**config.mk**
```make
export PLATFORM = sky130hd
export DESIGN_NAME = fast_adder_4
export DESIGN_NICKNAME = d
export VERILOG_FILES = /design/src/rtl/fast_adder_4_pkg.sv /design/src/rtl/cla_unit_4.sv /design/src/rtl/fast_adder_4.sv
export SDC_FILE = /design/constraint.sdc
export NUM_CORES = 1
export LEC_CHECK = 0
export BUFFER_PORTS_ARGS = -buffer_cell sky130_fd_sc_hd__buf_2
export CAP_MARGIN = 20
export CORE_AREA = 4 4 41 43
export DETAILED_ROUTE_END_ITERATION = 10
export DIE_AREA = 0 0 45 47
export GPL_ROUTABILITY_DRIVEN = 0
export SYNTH_ARGS = -nofsm -noshare
export SYNTH_HDL_FRONTEND = slang
export SYNTH_HIERARCHICAL = 1
export SYNTH_SLANG_ARGS = --single-unit
```
**constraint.sdc**
```tcl
create_clock -name clk -period 0.8 [get_ports clk]
set_input_delay 0.08 -clock clk [delete_from_list [all_inputs] [get_ports clk]]
set_output_delay 0.08 -clock clk [all_outputs]
set_load 0.005 [all_outputs]
```
**src/rtl/fast_adder_4_pkg.sv**
```systemverilog
// fast_adder_4_pkg: shared width and output-register reset values for fast_adder_4
package fast_adder_4_pkg;
  localparam int ADD_W = 4;
  localparam logic [ADD_W-1:0] SUM_RST = '0;
  localparam logic BIT_RST = 1'b0;
endpackage

```
**src/rtl/cla_unit_4.sv**
```systemverilog
// cla_unit_4: flat 4-bit carry-lookahead unit, reusable as a second-level lookahead
module cla_unit_4
  import fast_adder_4_pkg::*;
(
  input  logic [ADD_W-1:0] p,
  input  logic [ADD_W-1:0] g,
  input  logic             c_in,
  output logic [ADD_W:1]   c,
  output logic             grp_p,
  output logic             grp_g
);
  assign c[1]  = g[0] | p[0] & c_in;
  assign c[2]  = g[1] | p[1] & g[0] | p[1] & p[0] & c_in;
  assign c[3]  = g[2] | p[2] & g[1] | p[2] & p[1] & g[0] | p[2] & p[1] & p[0] & c_in;
  assign grp_g = g[3] | p[3] & g[2] | p[3] & p[2] & g[1] | p[3] & p[2] & p[1] & g[0];
  assign grp_p = &p;
  assign c[4]  = grp_g | grp_p & c_in;
endmodule

```
**src/rtl/fast_adder_4.sv**
```systemverilog
// fast_adder_4: registered 4-bit CLA adder; FAST_ADDER_4_OVF_EN adds a signed-overflow output
module fast_adder_4
  import fast_adder_4_pkg::*;
(
  input  logic             clk,
  input  logic             rst_n,
  input  logic             in_valid,
  input  logic [ADD_W-1:0] a,
  input  logic [ADD_W-1:0] b,
  input  logic             c_in,
  output logic [ADD_W-1:0] sum,
  output logic             c_out,
  output logic             grp_p,
  output logic             grp_g,
  output logic             out_valid
`ifdef FAST_ADDER_4_OVF_EN
  ,
  output logic             ovf
`endif
);
  logic [ADD_W-1:0] p, g, sum_d, sum_q;
  logic [ADD_W:1] c;
  logic gp_d, gg_d, c_out_q, grp_p_q, grp_g_q, out_valid_q;
  assign p = a ^ b;
  assign g = a & b;
  cla_unit_4 u_cla (
    .p    (p),
    .g    (g),
    .c_in (c_in),
    .c    (c),
    .grp_p(gp_d),
    .grp_g(gg_d)
  );
  assign sum_d = p ^ {c[3:1], c_in};
  always_ff @(posedge clk or negedge rst_n) begin
    if (!rst_n) begin
      sum_q       <= SUM_RST;
      c_out_q     <= BIT_RST;
      grp_p_q     <= BIT_RST;
      grp_g_q     <= BIT_RST;
      out_valid_q <= BIT_RST;
    end else begin
      sum_q       <= sum_d;
      c_out_q     <= c[4];
      grp_p_q     <= gp_d;
      grp_g_q     <= gg_d;
      out_valid_q <= in_valid;
    end
  end
  assign sum       = sum_q;
  assign c_out     = c_out_q;
  assign grp_p     = grp_p_q;
  assign grp_g     = grp_g_q;
  assign out_valid = out_valid_q;
`ifdef FAST_ADDER_4_OVF_EN
  logic ovf_q;
  // Signed overflow: carry into the sign bit differs from carry out of it.
  always_ff @(posedge clk or negedge rst_n) begin
    if (!rst_n) ovf_q <= BIT_RST;
    else ovf_q <= c[3] ^ c[4];
  end
  assign ovf = ovf_q;
`endif
endmodule

```
# After elaboration in Yosys (flattened, before gate mapping)
# Cells that the tools add are included.
[classes] add_sub_neg=0 mul=0 order_cmp=0 n_div=0 bitwise_logic=28 n_mux=0 n_eq_ne=0 n_shift=0 n_reduce_logical=1
[op_table] op="$and A1 B1 Y1" n=15
[op_table] op="$or A1 B1 Y1" n=10
[op_table] op="$xor A4 B4 Y4" n=2
[op_table] op="$and A4 B4 Y4" n=1
[op_table] op="$reduce_and A4 Y1" n=1
[word_totals] register_bits=8 latchBits=0 output_inout_bits=8 wordCells=34 inputBits=12 mem_count=0 mem_bits_rw=0 romBits=0

# Depth between registers and ports, before layout
# Gate-level depths: netlist of the first run.
[depth] depth_word=6 mapped_depth=6 mapped_depth_nobuf=6

# Modules after synthesis
# The synthesis of the first run kept the hierarchy.
[modules_own_cells] mod="fast_adder_4" n_inst=1 seq_area_each_um2=200.2 area_each_um2=285.3 cells_each=16
[modules_own_cells] mod="cla_unit_4" n_inst=1 seq_area_each_um2=0.0 area_each_um2=60.1 cells_each=10

# Worst setup path after synthesis of the first run
# Ideal clock, no wire load.
[synth_timing] kind="input port to flip-flop" startpoint="in a[0]" endpoint="reg sum_q[3], in the netlist sum[3]" path_buffers=0 arrival_ps=1108 setup_ps=124 required_time_ps=676 stages=6 slack_ps=-431 cell_sequence="ha_1 > a21o_1 > a21oi_2 > inv_2 > a21o_1 > xor2_1"
[synth_via] elab_chain_len=5 elab_cells_between_ends=8 cone_classes="bitwise: 8"
[synth_lines] item="start, declared" line="fast_adder_4.sv:8" rtl="input logic [ADD_W-1:0] a,"
[synth_lines] item="$and A4 B4 Y4 or $xor A4 B4 Y4 (tied branches)" line="fast_adder_4.sv:25, fast_adder_4.sv:24"
[synth_lines] item="$and A1 B1 Y1" line="cla_unit_4.sv:14" rtl="assign c[3] = g[2] | p[2] & g[1] | p[2] & p[1] & g[0] | p[2] & p[1] & p[0] & c_in;"
[synth_lines] item="$or A1 B1 Y1 or $and A1 B1 Y1 (tied branches)" line="cla_unit_4.sv:14"
[synth_lines] item="$or A1 B1 Y1 (*)" line="cla_unit_4.sv:14"
[synth_lines] item="named net c, one bit" line="fast_adder_4.sv:22" rtl="logic [ADD_W:1] c;"
[synth_lines] item="$xor A4 B4 Y4 (*)" line="fast_adder_4.sv:34" rtl="assign sum_d = p ^ {c[3:1], c_in};"
[synth_lines] item="named net sum_d[3]" line="fast_adder_4.sv:21" rtl="logic [ADD_W-1:0] p, g, sum_d, sum_q;"
[synth_lines] item="end signal, assigned" line="fast_adder_4.sv:43" rtl="sum_q <= sum_d;"
[synth_lines] item="end, declared" line="fast_adder_4.sv:21"
# Mark *: on every way through the listed nets, which the timed path passes. The rest lies on a longest branch.

# Worst setup path in the final report of the first run
[layout_timing] startpoint="in a[0]" endpoint="reg sum_q[3], in the netlist sum[3]"
[layout_via] elab_chain_len=5 elab_cells_between_ends=8 cone_classes="bitwise: 8"
[layout_lines] item="$xor A4 B4 Y4" line="fast_adder_4.sv:24" rtl="assign p = a ^ b;"
[layout_lines] item="named net p[0]" line="fast_adder_4.sv:21"
[layout_lines] item="$and A1 B1 Y1 (2 in series)" line="cla_unit_4.sv:14"
[layout_lines] item="$or A1 B1 Y1" line="cla_unit_4.sv:14"
[layout_lines] item="named net c, one bit" line="fast_adder_4.sv:22"
[layout_lines] item="$xor A4 B4 Y4" line="fast_adder_4.sv:34"
[layout_lines] item="named net sum_d[3]" line="fast_adder_4.sv:21"
# The timed path passes the listed nets, and every way through them passes these cells.

==> impl_results.rst, run 1 <==
.. list-table::
   :header-rows: 1

   * - Metric
     - Value
   * - Number of max-slew violations in the final report
     - 0
   * - Fraction of the core area covered by cells at the end of the flow
     - a little over two fifths
   * - Clock Root Buffer
     - sky130_fd_sc_hd__clkbuf_4
   * - TritonRoute pass-1 iters
     - 4
   * - Share of total power consumed by net switching
     - a little under a quarter
   * - Post-DR wirelength/cell
     - between 9 and 10 um
   * - Crit path arrival time
     - about 1100 ps
   * - Slew margin rel.
     - 88.8%
   * - Total placed cells including tap cells
     - 66
   * - Area share of fa/ha/maj cells after synthesis
     - between 10% and 20%
   * - Count of placed standard cells in the final layout, fillers left out
     - between 70 and 80
   * - Largest family of logic cells by synthesized area
     - adder cells
   * - Largest vdd supply drop
     - around 0.00063 V
   * - P_sw
     - roughly 0.24 mW
   * - Share of power burned in registers
     - between 40% and 50%
   * - Worst path setup slack after routing
     - -156 ps
   * - Setup crit start kind
     - input pin
   * - Worst min path class
     - in -> reg
   * - Transition time at the pin with the least slew margin
     - ~170 ps
   * - Number of different library cells in the post-synthesis netlist
     - 10
   * - Initial DRC Count
     - 3
   * - Violated checks
     - setup timing
   * - Parity-gate share of the synthesized area counting xor and xnor cells
     - 10.1%
   * - Die Y-Extent
     - 47 um
   * - Share of power burned in combinational logic
     - 26.1%
   * - Synthesized area divided by synthesized cell count
     - 13.3 um^2
   * - Highest-delay cell along the critical path
     - sky130_fd_sc_hd__ha_4
   * - Global route overflow
     - 0
   * - Pin count of the biggest net entering global routing
     - 9
   * - Number of buffers between clock root and the deepest sink
     - 2
   * - Worst-case hold slack
     - between 100 and 150 ps
   * - Number of nets with antenna violations after routing
     - 0
   * - Die outline width
     - approximately 45 um
   * - Clk sinks
     - 8
   * - Antenna Diode Count
     - 0
   * - Nets in the synthesized netlist
     - 42
   * - Post-synthesis cell count
     - 26
   * - Area growth from synthesis to final layout
     - 65.6%
   * - Time the final worst path needs with I/O delays and setup
     - 956 ps
   * - Lkg Pwr
     - roughly 0.31 nW
   * - Sequential-to-total area share from yosys stat
     - between 50 and 60%
   * - DR vias/cell
     - 4.27
   * - Initial antenna violation count
     - 0
   * - Number of global-route vias before repair
     - ~300
   * - Highest Clock Rate
     - 1050 MHz
   * - Total DRC errors in the routed layout
     - 0
   * - Max capacitance violation total
     - 0
   * - Worst setup endpoint
     - sum[3]
   * - Setup repair after global routing missed its margin
     - true
   * - Final setup violation count
     - 2
   * - Total number of yosys warnings
     - 6
   * - Number of top-level design ports
     - 20
   * - NumNets Final
     - 74
   * - Critical Path Start
     - a[0]
   * - Critical Path End Type
     - flip-flop
   * - Depth of the CTS H-tree
     - 1
   * - Synthesized-area fraction occupied by and/or/nand/nor cells
     - 3.62%
   * - Flops & latches, synth
     - 8
   * - Initial Utilization
     - approximately a quarter
   * - Cell area power density
     - around 1800 nW/um^2
   * - Core Footprint
     - about 1300 um^2
   * - CTS tree
     - yes
   * - Clock transition at the register clock pins on the worst setup and hold paths after CTS
     - around 50 ps
   * - Cell type with the highest occurrence count on the critical path
     - sky130_fd_sc_hd__a21o_1
   * - Via total after detailed routing
     - 303
   * - Outcome
     - finished with violations
   * - Cell internal power dissipation
     - 0.783 mW
   * - Total routed wirelength
     - around 670 um
   * - GR Util All Layers
     - ~8.1%
   * - Mux share of post-synthesis cell area
     - 0%
   * - Delay contributed by the slowest stage of the critical path
     - around 220 ps
   * - Total CTS buffers
     - 3
   * - Wire length of the first global-routing pass
     - approximately 1.1 mm
   * - Required time of the critical path
     - between 900 and 1000 ps
   * - Quantity of I/O buffers inserted on ports
     - 19
   * - Count of filler cells inserted in the layout
     - 137
   * - Share of post-route cells with drive strength above 1
     - 55.4%
   * - Share of the synthesized area in compound gates (AO/OA/AOI/OAI)
     - 12.7%
   * - Summed instance area of the synthesized netlist
     - between 300 and 400 um^2
   * - Number of cell rows
     - 13
   * - Portion of total power attributed to the clock network
     - 27.8%
   * - Largest fanout of any net on the critical path
     - 2
   * - Critical Path, Cell by Cell
     - buf_6, ha_4, a21o_1, a21oi_2, inv_2, a21o_1, xor2_1
   * - Crit share post-route
     - 119%
   * - Critical setup path kind
     - in -> reg
   * - Final Hold Vio Count
     - 0
   * - Area enclosed by the die boundary
     - approximately 2100 um^2
==> worst max-delay path: cells and delay by family <==
family                   cells  cell delay (ps)
AO/OA/AOI/OAI                3              490
adder cells (fa/ha/maj)      1              220
buffers and inverters        2              150
XOR/XNOR                     1              140
==> logic make-up (layout without fill, tap and decap cells) <==
logic type,count (synthesis),count (layout)
DFF,8,8
buffers and inverters,1,31
AOI/OAI and AO/OA,7,7
adders and majority gates,4,4
xor gates and xnor gates,4,4
and+or+nand+nor,2,2
==> how the worst min path moves through the flow <==
stage / end / slack [ps] / depth (start not counted) / from
2_1_floorplan: c_out / -220 / 0 / rst_n
3_3_place_gp: out_valid / -80 / 1 / rst_n
3_5_place_dp: out_valid / -80 / 1 / rst_n
4_1_cts: sum[0] / 100 / 3 / c_in
5_1_grt: sum[0] / 120 / 3 / c_in
6_report: sum[0] / 110 / 3 / c_in
==> through the flow <==
stage          setup TNS (ps)  power [mW]  worst slack [ps]  area [um^2]
2_1_floorplan            -427       0.589              -278          358
3_3_place_gp            -1470       0.731              -416          517
3_5_place_dp            -1530       0.735              -430          517
4_1_cts                  -288        1.05              -136          573
5_1_grt                  -551        1.10              -195          572
6_report                 -265        1.02              -156          572
==> final cells by class <==
cell class	count	area, um^2	area share [%]
inverters	1	3.75	0.656
multi-input cells	17	154	26.9
repair buffers	27	173	30.2
flip-flops and latches	8	200	35.0
well taps	15	18.8	3.28
clock buffers	3	22.5	3.94
==> power by group through the flow <==
stage | combinational [mW] | clock [mW] | sequential (mW)
2_1_floorplan | 0.0990 | 0 | 0.490
3_3_place_gp | 0.253 | 0 | 0.478
3_5_place_dp | 0.257 | 0 | 0.477
4_1_cts | 0.275 | 0.306 | 0.471
5_1_grt | 0.303 | 0.324 | 0.476
6_report | 0.267 | 0.284 | 0.471
==> synth_stat cells, drive strengths merged <==
master,instances,area share [%]
inv,1,1.1
a21oi,3,5.4
xor2,4,10
dfrtp,8,58
and4,1,2.5
ha,4,14
o21ai,2,2.9
nand2,1,1.1
a21o,2,4.3
==> repair_timing <==
| action | in CTS | in global routing |
|---|---|---|
| gates resized for setup | 1 | 1 |
| pin swaps | 0 | 1 |
| setup endpoints to repair | 10 | 11 |
| setup buffers | 1 | 1 |
| endpoints found under the hold margin | 9 | 0 |
| hold buffers | 2 | 0 |
==> state kept, by name, summed over array words and instances (netlist names) <==
register and count:
c_out 1, grp_g 1, grp_p 1, out_valid 1
sum 4
==> per-layer routing <==
layer  vias to the layer above  GRT usage, %  wire [um]
met4                         0          12.3         36
met1                       125          8.22        251
met2                        23          11.3        274
met3                         4          1.92        109
li1                        151             -          -
met5                         -             0          0
==> cells in the final DEF (no fill, tap or decap) <==
cell type	n
sky130_fd_sc_hd__a21o_1	2
sky130_fd_sc_hd__a21oi_1	2
sky130_fd_sc_hd__a21oi_2	1
sky130_fd_sc_hd__and4_1	1
sky130_fd_sc_hd__buf_2	17
sky130_fd_sc_hd__buf_4	6
sky130_fd_sc_hd__buf_6	2
sky130_fd_sc_hd__clkbuf_4	3
sky130_fd_sc_hd__dfrtp_1	8
sky130_fd_sc_hd__dlygate4sd3_1	2
sky130_fd_sc_hd__ha_1	3
sky130_fd_sc_hd__ha_4	1
sky130_fd_sc_hd__inv_2	1
sky130_fd_sc_hd__nand2_1	1
sky130_fd_sc_hd__o21ai_1	2
sky130_fd_sc_hd__xor2_1	4
No activity file was read; power rests on OpenSTA's default activity.
==> inputs of run 2 (changes only) <==
==> constraint.sdc (replaced) <==
create_clock -name clk -period 0.8 [get_ports clk]
set_input_delay 0.08 -clock clk [delete_from_list [all_inputs] [get_ports clk]]
set_output_delay 0.08 -clock clk [all_outputs]
set_load 0.02 [all_outputs]
==> run 2 against run 1 <==
Net effect:
- utilization increased by 3.8 points
- count of clock-buffer cells in the layout unchanged
- first-iteration DRC count is the same
- the run still ends with setup timing left
- total power is 14% higher
- worst setup slack improved by 13 ps
- worst hold slack is essentially flat
==> impl_results.rst, run 2 (same netlist as run 1, synthesis figures left out) <==
.. list-table::
   :header-rows: 1

   * - Metric
     - Value
   * - Highest-delay cell along the critical path
     - sky130_fd_sc_hd__ha_4
   * - Total routed wirelength
     - approximately 670 um
   * - Setup crit start kind
     - input pin
   * - Cell area power density
     - 1880 nW/um^2
   * - Critical Path, Cell by Cell
     - buf_6, ha_4, a21o_1, a21oi_2, inv_2, a21o_1, xor2_1
   * - Worst path setup slack after routing
     - -143 ps
   * - Worst setup slack before clock tree synthesis
     - -430 ps
   * - Share of post-route cells with drive strength above 1
     - around 55%
   * - Pin count of the biggest net entering global routing
     - 9
   * - Final setup violation count
     - 10
   * - Total DRC errors in the routed layout
     - 0
   * - Buffering stage count on the worst path with inverters included
     - 2
   * - Number of nets with antenna violations after routing
     - 0
   * - Global route overflow
     - 0
   * - Initial antenna violation count
     - 0
   * - Critical setup path kind
     - in -> reg
   * - Lkg Pwr
     - ~0.33 nW
   * - Area growth from synthesis to final layout
     - 80.1%
   * - Critical Path End Type
     - flip-flop
   * - Wire length of the first global-routing pass
     - ~1.1 mm
   * - Depth of the CTS H-tree
     - 1
   * - Total number of cells along the worst setup path
     - 7
   * - Largest fanout of any net on the critical path
     - 2
   * - Core Footprint
     - between 1000 and 1500 um^2
   * - Time the final worst path needs with I/O delays and setup
     - ~940 ps
   * - Transition time at the pin with the least slew margin
     - 168 ps
   * - Clk sinks
     - 8
   * - Crit path arrival time
     - roughly 1100 ps
   * - Slew margin rel.
     - between 80% and 90%
   * - Area enclosed by the die boundary
     - about 2100 um^2
   * - Violated checks
     - setup timing
   * - Crit share post-route
     - 118%
   * - Worst setup endpoint
     - sum[3]
   * - Largest vdd supply drop
     - between 0.0006 and 0.0007 V
   * - Number of cell rows
     - 13
   * - TritonRoute pass-1 iters
     - 4
   * - Quantity of I/O buffers inserted on ports
     - 19
   * - Outcome
     - finished with violations
   * - Antenna Diode Count
     - 0
   * - Total CTS buffers
     - 3
   * - Highest Clock Rate
     - around 1100 MHz
   * - DR vias/cell
     - 4.18
   * - Clock Root Buffer
     - sky130_fd_sc_hd__clkbuf_4
   * - Number of buffers between clock root and the deepest sink
     - 2
   * - GR Util All Layers
     - 7.99%
   * - Most frequent standard cell in the layout excluding fill and tap cells
     - sky130_fd_sc_hd__buf_6
   * - Worst min path class
     - in -> reg
   * - Number of global-route vias before repair
     - 302
   * - Post-DR wirelength/cell
     - 9.44 um
   * - Number of max-slew violations in the final report
     - 0
   * - Die outline width
     - about 45 um
   * - Final Hold Vio Count
     - 0
   * - NumNets Final
     - 74
   * - Clock transition at the register clock pins on the worst setup and hold paths after CTS
     - roughly 50 ps
   * - Initial DRC Count
     - 3
   * - Critical Path Start
     - a[0]
   * - Worst-case hold slack
     - 105 ps
   * - Initial Utilization
     - 26.5%
   * - CTS tree
     - yes
   * - Cell type with the highest occurrence count on the critical path
     - sky130_fd_sc_hd__a21o_1
   * - Worst path top cell family by delay
     - compound AO/OA/AOI/OAI gates
   * - Flip-flop count of the largest register, all copies and words added
     - 4
   * - Via total after detailed routing
     - between 200 and 300
   * - Setup repair after global routing missed its margin
     - true
   * - Number of top-level design ports
     - 20
   * - Max capacitance violation total
     - 0
   * - Most frequent cells in the layout
     - sky130_fd_sc_hd__buf_6 (10), sky130_fd_sc_hd__buf_2 (9), sky130_fd_sc_hd__dfrtp_1 (8)
   * - Required time of the critical path
     - between 900 and 1000 ps
   * - Die Y-Extent
     - 47 um
   * - Delay contributed by the slowest stage of the critical path
     - around 220 ps
[run 2: what timing repair did]
action,in CTS,in global routing
endpoints found under the hold margin,9,0
hold buffers,2,0
buffers inserted,1,1
endpoints found under the setup margin,10,11
resized for setup,17,1
pin swaps,0,1
[run 2: how the worst min path moves through the flow]
stage,to,startpoint,cells after the start
after floorplan,c_out,rst_n,0
after global placement,out_valid,rst_n,1
after detailed placement,out_valid,rst_n,1
after CTS,sum[0],c_in,3
after global routing,sum[0],c_in,3
final,sum[0],c_in,3
[run 2: where the power goes]
part / total, mW / internal (mW) / switching (mW)
logic: 0.399 / 0.220 / 0.179
clock network: 0.284 / 0.170 / 0.114
registers: 0.486 / 0.462 / 0.0239
total: 1.17 / 0.852 / 0.317
[run 2: metal layers]
metal  vias up  track usage, %  part of all wire, %
met5         -               0                    0
met2        21            11.3                   42
li1        151               -                    -
met1       121            8.45                   39
met3         4            1.15                   13
met4         0            12.3                  5.4
[run 2: stage by stage]
step                area (um^2)  setup TNS [ps]  power [mW]  std cells  util (%)
floorplan                   358            -427       0.656         26         -
global placement            517           -1470       0.799         66      39.7
detailed placement          517           -1530       0.802         66      39.7
CTS                         623            -493        1.20         72      47.9
global route                622            -720        1.25         71      47.8
finish                      622            -392        1.17         71      47.8
[run 2: tightest hold or removal path, stage by stage]
cell and delay, ps:
sky130_fd_sc_hd__buf_2 90, sky130_fd_sc_hd__buf_4 100, sky130_fd_sc_hd__xor2_1 50
[run 2: layout make-up]
type / count / area, um^2
multi-input cells: 17 / 154
well taps: 15 / 18.8
clock buffers: 3 / 22.5
repair buffers: 27 / 223
inverters: 1 / 3.75
fillers: 129 / 679
flip-flops and latches: 8 / 200
==> inputs of run 3 (changes only) <==
==> constraint.sdc (replaced) <==
create_clock -name clk -period 1.2 [get_ports clk]
set_input_delay 0.12 -clock clk [delete_from_list [all_inputs] [get_ports clk]]
set_output_delay 0.12 -clock clk [all_outputs]
set_load 0.02 [all_outputs]
==> run 3 against run 2 <==
Net effect:
- the flow now finishes without violations
- combinational power is 47% lower
- global-route usage is 0.093 points higher
- total power is 39% lower
- cell count is 2.8% lower
- critical path type unchanged
- largest power group unchanged
==> impl_results.rst, run 3 (same netlist as run 1, synthesis figures left out) <==
.. list-table::
   :header-rows: 1

   * - Metric
     - Value
   * - Hold Path Stages
     - 2
   * - Time the final worst path needs with I/O delays and setup
     - 1040 ps
   * - TritonRoute pass-1 iters
     - 2
   * - Via total after detailed routing
     - between 200 and 300
   * - Antenna Diode Count
     - 0
   * - Die outline width
     - about 45 um
   * - Total number of cells along the worst setup path
     - 7
   * - Critical setup path kind
     - in -> reg
   * - GR Util All Layers
     - between 8 and 9%
   * - Worst min path class
     - in -> reg
   * - Post-DR wirelength/cell
     - 9.64 um
   * - Initial antenna violation count
     - 0
   * - Initial DRC Count
     - 1
   * - Clock transition at the register clock pins on the worst setup and hold paths after CTS
     - 50 ps
   * - Wire length of the first global-routing pass
     - approximately 1.1 mm
   * - Highest-delay cell along the critical path
     - sky130_fd_sc_hd__ha_4
   * - Initial Utilization
     - between 20% and 30%
   * - Worst path setup slack after routing
     - 165 ps
   * - Pin count of the biggest net entering global routing
     - 9
   * - Required time of the critical path
     - about 1300 ps
   * - Total routed wirelength
     - about 670 um
   * - Total DRC errors in the routed layout
     - 0
   * - Area growth from synthesis to final layout
     - 57.6%
   * - Clk sinks
     - 8
   * - Cell type with the highest occurrence count on the critical path
     - sky130_fd_sc_hd__a21o_1
   * - Final setup violation count
     - 0
   * - Largest vdd supply drop
     - slightly above 0.0004 V
   * - Depth of the CTS H-tree
     - 1
   * - Area enclosed by the die boundary
     - around 2100 um^2
   * - Max capacitance violation total
     - 0
   * - Critical Path End Type
     - flip-flop
   * - Crit path arrival time
     - approximately 1200 ps
   * - Worst setup slack before clock tree synthesis
     - -105 ps
   * - Finished layout cell area
     - 544 um^2
   * - DR vias/cell
     - between 4 and 5
   * - Critical Path, Cell by Cell
     - buf_2, ha_4, a21o_1, a21oi_2, inv_2, a21o_1, xor2_1
   * - CTS tree
     - yes
   * - Worst path top cell family by delay
     - compound AO/OA/AOI/OAI gates
   * - Crit share post-route
     - a little under nine tenths
   * - PnR Total Power
     - roughly 0.72 mW
   * - Core Footprint
     - between 1000 and 1500 um^2
   * - Setup crit start kind
     - input pin
   * - Number of cell rows
     - 13
   * - Clock Root Buffer
     - sky130_fd_sc_hd__clkbuf_4
   * - Buffering stage count on the worst path with inverters included
     - 2
   * - Number of max-slew violations in the final report
     - 0
   * - CTS-repair resized insts
     - 0
   * - Die Y-Extent
     - between 40 and 50 um
   * - Placed Instance Area
     - 502 um^2
   * - Setup repair after global routing missed its margin
     - false
   * - Global route overflow
     - 0
   * - Transition time at the pin with the least slew margin
     - about 170 ps
   * - Number of top-level design ports
     - 20
   * - NumNets Final
     - just over 70
   * - Flip-flop count of the largest register, all copies and words added
     - 4
   * - Lkg Pwr
     - just under 0.3 nW
   * - Final Hold Vio Count
     - 0
   * - Number of global-route vias before repair
     - roughly 270
   * - Highest Clock Rate
     - about 970 MHz
   * - Most frequent standard cell in the layout excluding fill and tap cells
     - sky130_fd_sc_hd__buf_2
   * - Largest fanout of any net on the critical path
     - 2
   * - Quantity of I/O buffers inserted on ports
     - 19
   * - Outcome
     - complete, no violations
   * - Total CTS buffers
     - 3
   * - Delay contributed by the slowest stage of the critical path
     - approximately 230 ps
   * - Most frequent cells in the layout
     - sky130_fd_sc_hd__buf_2 (19), sky130_fd_sc_hd__dfrtp_1 (8), sky130_fd_sc_hd__xor2_1 (4), sky130_fd_sc_hd__buf_4 (4)
   * - Number of nets with antenna violations after routing
     - 0
   * - Cell area power density
     - approximately 1300 nW/um^2
   * - Fraction of the core area covered by cells at the end of the flow
     - roughly two fifths
   * - Slew margin rel.
     - about nine tenths
   * - Number of buffers between clock root and the deepest sink
     - 2
   * - Share of post-route cells with drive strength above 1
     - a little over half
## run 3: cell count changes in the layout (fill, tap and decap cells not counted)
cell | previous run | this run
sky130_fd_sc_hd__buf_4 | 6 | 4
sky130_fd_sc_hd__buf_2 | 9 | 19
sky130_fd_sc_hd__buf_6 | 10 | 0
## run 3: per-stage QoR
step           std cells  setup TNS (ps)  hold WS [ps]
3_5_place_dp          64            -138         -35.9
3_3_place_gp          64           -99.0         -37.7
2_1_floorplan         26               0          -176
5_1_grt               69               0          49.0
6_report              69               0          59.6
4_1_cts               69               0          48.1
## run 3: path summary, 6_finish.rpt
kind	from	to	slack (ps)
max	a[0]	sum[3]	160
max in group asynchronous	rst_n	grp_g	800
min	c_in	sum[0]	60
min in group asynchronous	rst_n	out_valid	240
## run 3: layout make-up
type	count	area, um^2
clock buffers	3	22.5
inverters	1	3.75
well taps	15	18.8
fillers	137	757
flip-flops and latches	8	200
multi-input cells	17	154
repair buffers	25	145
## run 3: power by group
| group | leakage [nW] | internal [mW] | switching, mW |
|---|---|---|---|
| combinational | 0.186 | 0.0938 | 0.119 |
| clock | 0.0138 | 0.113 | 0.0777 |
| sequential | 0.0962 | 0.307 | 0.00669 |
## run 3: routing by layer
layer	wire length [um]	vias to the layer above	GRT usage [%]	share of wire, %
li1	-	146	-	-
met1	249	123	8.49	37
met2	298	18	10.5	45
met3	81	4	1.53	12
met4	36	0	14.0	5.4
met5	0	-	0	0
## run 3: what timing repair did
| item | in CTS | in global routing |
|---|---|---|
| endpoints found under the hold margin | 9 | 0 |
| setup buffers | 0 | 0 |
| hold buffers | 2 | 0 |
